### src/rtl/dm_arbiter.sv
// dm_arbiter: shares the single data-memory port between the core (PS/DAG/BC)
// and a host/debug requester. The core has priority. A starvation counter forces
// a host slot after STARVE_LIM denied host cycles. Synchronous-RAM read data is
// steered back to whichever requester issued the read.
// Optional feature: define DM_ARB_RR_EN for fair round-robin arbitration.
// That mode replaces the starvation counter, and STARVE_LIM is then ignored.
module dm_arbiter #(
    parameter int unsigned DMA_SIZE   = 16,
    parameter int unsigned DMD_SIZE   = 16,
    parameter int unsigned STARVE_LIM = 4,
    parameter int unsigned CNT_W      = 8
) (
    input  logic                clk,
    input  logic                reset,
    // core side
    input  logic                ps_arb_req,
    input  logic                ps_arb_wrb,
    input  logic [DMA_SIZE-1:0] dg_arb_add,
    input  logic [DMD_SIZE-1:0] bc_arb_dt,
    output logic                arb_ps_gnt,
    output logic                arb_ps_stall,
    output logic [DMD_SIZE-1:0] arb_bc_dt,
    output logic                arb_bc_vld,
    // host side
    input  logic                hst_arb_req,
    input  logic                hst_arb_wrb,
    input  logic [DMA_SIZE-1:0] hst_arb_add,
    input  logic [DMD_SIZE-1:0] hst_arb_dt,
    output logic                arb_hst_gnt,
    output logic [DMD_SIZE-1:0] arb_hst_dt,
    output logic                arb_hst_vld,
    // memory side
    output logic                arb_dm_cslt,
    output logic                arb_dm_wrb,
    output logic [DMA_SIZE-1:0] arb_dm_add,
    output logic [DMD_SIZE-1:0] arb_dm_dt,
    input  logic [DMD_SIZE-1:0] dm_arb_dt
);

    // Outstanding read: set for one cycle after a granted read.
    logic rd_pend;
    // Owner of the outstanding read: 1 = host, 0 = core.
    logic rd_host;

`ifdef DM_ARB_RR_EN

    // Winner of the most recent grant: 1 = host, 0 = core.
    // It resets to host, so the core wins the first conflict after reset.
    logic last_win;

    // Round-robin grant: on a conflict, the requester that did not win last gets the port.
    always_comb begin
        arb_ps_gnt  = ps_arb_req;
        arb_hst_gnt = hst_arb_req;
        if (ps_arb_req && hst_arb_req) begin
            arb_ps_gnt  = last_win;
            arb_hst_gnt = ~last_win;
        end
    end

    // Track the last winner. An uncontested grant also counts as a win.
    always_ff @(posedge clk) begin
        if (reset) begin
            last_win <= 1'b1;
        end else if (arb_ps_gnt) begin
            last_win <= 1'b0;
        end else if (arb_hst_gnt) begin
            last_win <= 1'b1;
        end
    end

`else

    typedef enum logic {
        PRI_CORE = 1'b0,
        PRI_HOST = 1'b1
    } pri_t;

    localparam logic [CNT_W-1:0] LIM = CNT_W'(STARVE_LIM);

    pri_t             state;
    pri_t             state_nxt;
    logic [CNT_W-1:0] hst_wait;
    logic [CNT_W-1:0] hst_wait_nxt;

    // Priority grant. The host wins in PRI_HOST, or when the core is idle.
    always_comb begin
        arb_hst_gnt = hst_arb_req & ((state == PRI_HOST) | ~ps_arb_req);
        arb_ps_gnt  = ps_arb_req & ~arb_hst_gnt;
    end

    // Next host wait count and next priority state.
    always_comb begin
        hst_wait_nxt = hst_wait;
        if (arb_hst_gnt) begin
            hst_wait_nxt = '0;
        end else if (hst_arb_req) begin
            if (hst_wait != '1) begin
                hst_wait_nxt = hst_wait + 1'b1;
            end
        end else if (state == PRI_HOST) begin
            hst_wait_nxt = '0;
        end

        state_nxt = state;
        if (state == PRI_HOST) begin
            if (arb_hst_gnt || !hst_arb_req) begin
                state_nxt = PRI_CORE;
            end
        end else if ((LIM != '0) && (hst_wait_nxt >= LIM)) begin
            state_nxt = PRI_HOST;
        end
    end

    // Priority FSM and starvation counter registers.
    always_ff @(posedge clk) begin
        if (reset) begin
            state    <= PRI_CORE;
            hst_wait <= '0;
        end else begin
            state    <= state_nxt;
            hst_wait <= hst_wait_nxt;
        end
    end

`endif

    // Mux the winner's access onto the memory port; the port is driven to zero when idle.
    always_comb begin
        arb_dm_cslt = arb_ps_gnt | arb_hst_gnt;
        arb_dm_wrb  = 1'b0;
        arb_dm_add  = '0;
        arb_dm_dt   = '0;
        if (arb_ps_gnt) begin
            arb_dm_wrb = ps_arb_wrb;
            arb_dm_add = dg_arb_add;
            arb_dm_dt  = bc_arb_dt;
        end else if (arb_hst_gnt) begin
            arb_dm_wrb = hst_arb_wrb;
            arb_dm_add = hst_arb_add;
            arb_dm_dt  = hst_arb_dt;
        end
        arb_ps_stall = ps_arb_req & ~arb_ps_gnt;
    end

    // Remember who issued a read, so the returning data can be routed back next cycle.
    always_ff @(posedge clk) begin
        if (reset) begin
            rd_pend <= 1'b0;
            rd_host <= 1'b0;
        end else begin
            rd_pend <= arb_dm_cslt & ~arb_dm_wrb;
            rd_host <= arb_hst_gnt;
        end
    end

    // Route the RAM read data to the owner.
    // Gating with reset drops a return that is still in flight when reset arrives.
    always_comb begin
        arb_bc_vld  = rd_pend & ~rd_host & ~reset;
        arb_hst_vld = rd_pend & rd_host & ~reset;
        arb_bc_dt   = arb_bc_vld  ? dm_arb_dt : '0;
        arb_hst_dt  = arb_hst_vld ? dm_arb_dt : '0;
    end

endmodule

### config.mk
export PLATFORM = sky130hd
export DESIGN_NAME = dm_arbiter
export DESIGN_NICKNAME = d
export VERILOG_FILES = /design/src/rtl/dm_arbiter.sv
export SDC_FILE = /design/constraint.sdc
export NUM_CORES = 1
export LEC_CHECK = 0
export CAP_MARGIN = 30
export CORE_MARGIN = 2
export CORE_UTILIZATION = 29
export CTS_CLUSTER_DIAMETER = 200
export DETAILED_ROUTE_END_ITERATION = 7
export PLACE_DENSITY = 0.88
export SETUP_SLACK_MARGIN = 0.02
export SYNTH_ARGS = -nofsm -noshare
export SYNTH_HDL_FRONTEND = slang
export SYNTH_SLANG_ARGS = --single-unit
### constraint.sdc
create_clock -name clk -period 2.9 [get_ports clk]
set_clock_uncertainty 0.05 [all_clocks]
set_input_delay 0.435 -clock clk [delete_from_list [all_inputs] [get_ports clk]]
set_output_delay 0.435 -clock clk [all_outputs]
set_load 0.01 [all_outputs]
### Word level (Yosys, flattened, before mapping)

Cells that the tools add are included.

| word-level totals | value |
|---|---|
| register bits after elaboration | 11 |
| input bits | 86 |
| output and inout port bits | 71 |
| word-level logic and storage cells | 40 |

| operators by class | value |
|---|---|
| add/subtract/negate cells | 1 |
| $lt $le $gt $ge | 1 |
| eq/ne operators | 1 |
| muxes and demuxes | 15 |
| bitwise operators | 16 |
| reductions and logical operators | 2 |

Operator list:

| cell | count |
|---|---|
| 16-bit 2-to-1 mux | 6 |
| 8-bit 2-to-1 mux | 4 |
| 8-bit by 1-bit adder with 8-bit output (second input constant) | 1 |
| 1-bit bitwise AND | 8 |
| 8-bit by 3-bit greater-or-equal comparator with 1-bit output (second input constant) | 1 |
| 8-bit != test (second input constant) | 1 |
| 1-bit inverter | 6 |
| 1-bit 2-to-1 mux | 5 |
| 1-bit OR | 2 |
| 1-bit logical NOT | 1 |
| 1-bit logical OR | 1 |

### Longest topological paths before layout

| depth | value |
|---|---|
| word-level depth | 8 |
| gate-level depth with buffers | 7 |
| gate-level depth less buffers | 6 |

### Least setup slack after synthesis

OpenSTA, ideal clock, no wires.

| timing path | value |
|---|---|
| path type | in2out |
| start point | input ps_arb_req |
| end point | output arb_ps_gnt |
| data arrival time | 1.514 ns |
| data required time | 2.415 ns |
| setup slack | 0.901 ns |
| cell stages on the path | 6 |
| path buffers | 2 |
| path through | buf_2 -> inv_1 -> o21ai_2 -> inv_2 -> clkbuf_1 -> nor2_1 |

| on the way | value |
|---|---|
| longest elaborated chain between the ends | 5 |

RTL lines:

| what | RTL line | RTL |
|---|---|---|
| start, declared | 16 | `input logic ps_arb_req,` |
| 1-bit inverter | 88 | `arb_hst_gnt = hst_arb_req & ((state == PRI_HOST) \| ~ps_arb_req);` |
| 1-bit OR | 88 |  |
| 1-bit bitwise AND | 88 |  |
| named net arb_hst_gnt | 29 | `output logic arb_hst_gnt,` |
| 1-bit inverter | 89 | `arb_ps_gnt = ps_arb_req & ~arb_hst_gnt;` |
| 1-bit bitwise AND | 89 |  |
| end, declared | 20 | `output logic arb_ps_gnt,` |

The timed path passes the listed nets, and every way through them passes these cells.

### Worst setup path after layout

| timing path | value |
|---|---|
| start point | input ps_arb_req |
| end point | output arb_dm_dt[10] |

| on the way | value |
|---|---|
| longest elaborated chain between the ends | 6 |
| elaborated cells on any way between the ends | 7 |
| those cells by class | 2 x mux; 5 x bitwise |

RTL lines:

| what | RTL line | RTL |
|---|---|---|
| 1-bit inverter | 88 |  |
| 1-bit OR | 88 |  |
| 1-bit bitwise AND | 88 |  |
| 1-bit inverter | 89 |  |
| 1-bit bitwise AND | 89 |  |
| 16-bit 2-to-1 mux (*) | 134 | `if (arb_ps_gnt) begin` |
| end, declared | 36 | `output logic [DMD_SIZE-1:0] arb_dm_dt,` |

Every way passes the cells marked *; elsewhere a longest branch is shown, timed or not.

==> flow_summary.toml <==
[clock_network]
hold_buffers = 0
clkLatencyLatePin_ps = 240
cts_sinks = 11
htreeDepth = 1
numCtsBuffers = 3
cts-root-buf = "clkbuf_8"
clk_pin_slew_ps = 50
cts_tree = "yes"
cts_resized = 0
clockBufferDepth = 2
postCtsSetupBuffers = 0

[timing]
rsz0062_at_grt = "false"
fin_crit_ps = 2680
fin_crit_sh = 0.925
finalSetupTns_ps = 0
setup_viol = 0
clock.fmax_ghz = 0.373
finalMaxSlewViolations = 0
finalHoldViolCount = 0
tightestPinTransition_ps = 413
max-slew-margin-rel = 0.725

[finish]
layout-drive-gt1-share = 0.0403
layout_common_cells = "clkdlybuf4s50_1, nand2_1, nand3_1, and2_1, dfxtp_1"
final_nets = 460
synthToLayoutAreaGrowth_pct = 130
fin_cells = 424
final_common_cell = "clkdlybuf4s50_1"
diodes = 0

[power]
p_total_mw = 0.649
leakagePower_nw = 1.26
ir_drop_mv = 0.132
power_density_mw_per_mm2 = 220

[worst_hold_path]
min_path_cells = 1
min_path_type = "reg2reg"

[yosys]
synth.area.top_cells = "nand2_1, dfxtp_1, and2_1"
synthArstFlopShare = 0
syn_nets = 309
ys_types = 32
synthesis.area_mm2 = 0.00128
ys.warnings.count = 0
synth_cells = 222
synth_top_area_frac = 0.205
synth-seq-cells = 11
synthFlopType = "dfxtp_1"
synth_edf_count = 0
yosys.area.top_type = "nand2_1"
avgSynthCellArea_um2 = 5.77
yosysSeqAreaShare = 0.172

[critical_path]
required_ps = 2410
r2r_cells = 6
cp-end-kind = "primary output"
cp_max_fo = 19
reg2reg_slack_ps = 1200
worstSetupStartpointType = "input port"
cp.arrival_ps = 2200
crit_type = "in2out"

[flow_run]
cap_violations = 0

[drt]
dr.pass1.iters = 4
wirelength_um = 5450
avgRoutedWirePerCell_um = 12.9
vias_per_cell = 4.81
drtIter0Drc = 66
drc = 0
vias = 2041
ant_nets = 0

[floorplanning]
ios = 157
die_h_um = 70.4
start_util = 0.298
die_w_um = 70.4
core_area_mm2 = 0.00429
row_count = 24
die-area_mm2 = 0.00496

[global_route]
grt_max_degree = 35
antenna_found_initial = 0
grt_pass1_wl_um = 9070
grt_util_all_layers = 0.221
gr-total-overflow = 0
grt_pass1_vias = 1961

[place]
dp_hpwl_um = 4570
io_buffers = 156
place_congestion = 0.804
dp_cells = 420

[run_status]
status = "complete, no violations"
==> path summary, 6_finish.rpt <==
path	startpoint	to
worst min-delay path	state$_SDFF_PP0_	state$_SDFF_PP0_
worst min register to register	state$_SDFF_PP0_	state$_SDFF_PP0_
worst max register to register	hst_wait[0]$_SDFF_PP0_	state$_SDFF_PP0_
worst max-delay path	ps_arb_req	arb_dm_dt[10]
==> worst max-delay path, stage by stage <==
cell             delay (ps)
clkdlybuf4s50_1         470
inv_1                    90
o21ai_2                 200
buf_4                   260
nand3_1                 120
nand2_1                  90
clkdlybuf4s50_1         530
==> per-stage QoR <==
step	util	hold WS (ps)	setup WS, ps	area (um^2)
5_1_grt	0.686	511	40.5	2950
2_1_floorplan	-	429	901	1280
6_report	0.686	463	217	2950
3_3_place_gp	0.675	447	229	2900
3_5_place_dp	0.675	457	210	2900
4_1_cts	0.686	462	201	2950
==> synthesized netlist by cell type, types with 3 or more instances <==
master	count
nand2_1	70
nand4_1	6
nor2_1	10
and2_1	32
inv_1	4
dfxtp_1	11
nor3_1	3
and3_1	4
nand3_1	35
a21oi_1	5
clkbuf_1	14
==> layout make-up <==
type,count,area (um^2)
multi-input combinational,188,962
timing repair buffer,164,1630
tap,52,65.1
clock buffer,3,41.3
clock inverter,1,5.00
fill,385,1350
inverter,5,18.8
sequential,11,220
==> per-layer routing <==
metal / vias up / share of wire / GRT usage / wire [um]
met2: 114 / 0.52 / 0.413 / 2820
met5: - / 0 / 0 / 0
met3: 11 / 0.089 / 0.0418 / 483
met1: 876 / 0.37 / 0.248 / 2020
li1: 1040 / - / - / -
met4: 0 / 0.023 / 0.0726 / 123
==> registers in the layout (all words and copies together) (netlist names) <==
name / count
rd_host: 1
rd_pend: 1
hst_wait: 8
state: 1
==> where the power goes <==
part           internal, mW  switching (mW)
sequential            0.155         0.00319
combinational         0.217           0.122
clock                0.0944          0.0577
==> logic make-up (layout without fill, tap and decap cells) <==
group / after synthesis / after routing / share of synthesized area
AO/OA/AOI/OAI: 16 / 16 / 0.0870
buffers and inverters: 23 / 173 / 0.0762
flip-flops: 11 / 11 / 0.172
multiplexers: 2 / 2 / 0.0156
adder cells (fa/ha/maj): 1 / 1 / 0.00977
XOR/XNOR: 1 / 1 / 0.00684
AND/OR/NAND/NOR: 168 / 168 / 0.632
No activity file was read; power rests on OpenSTA's default activity.
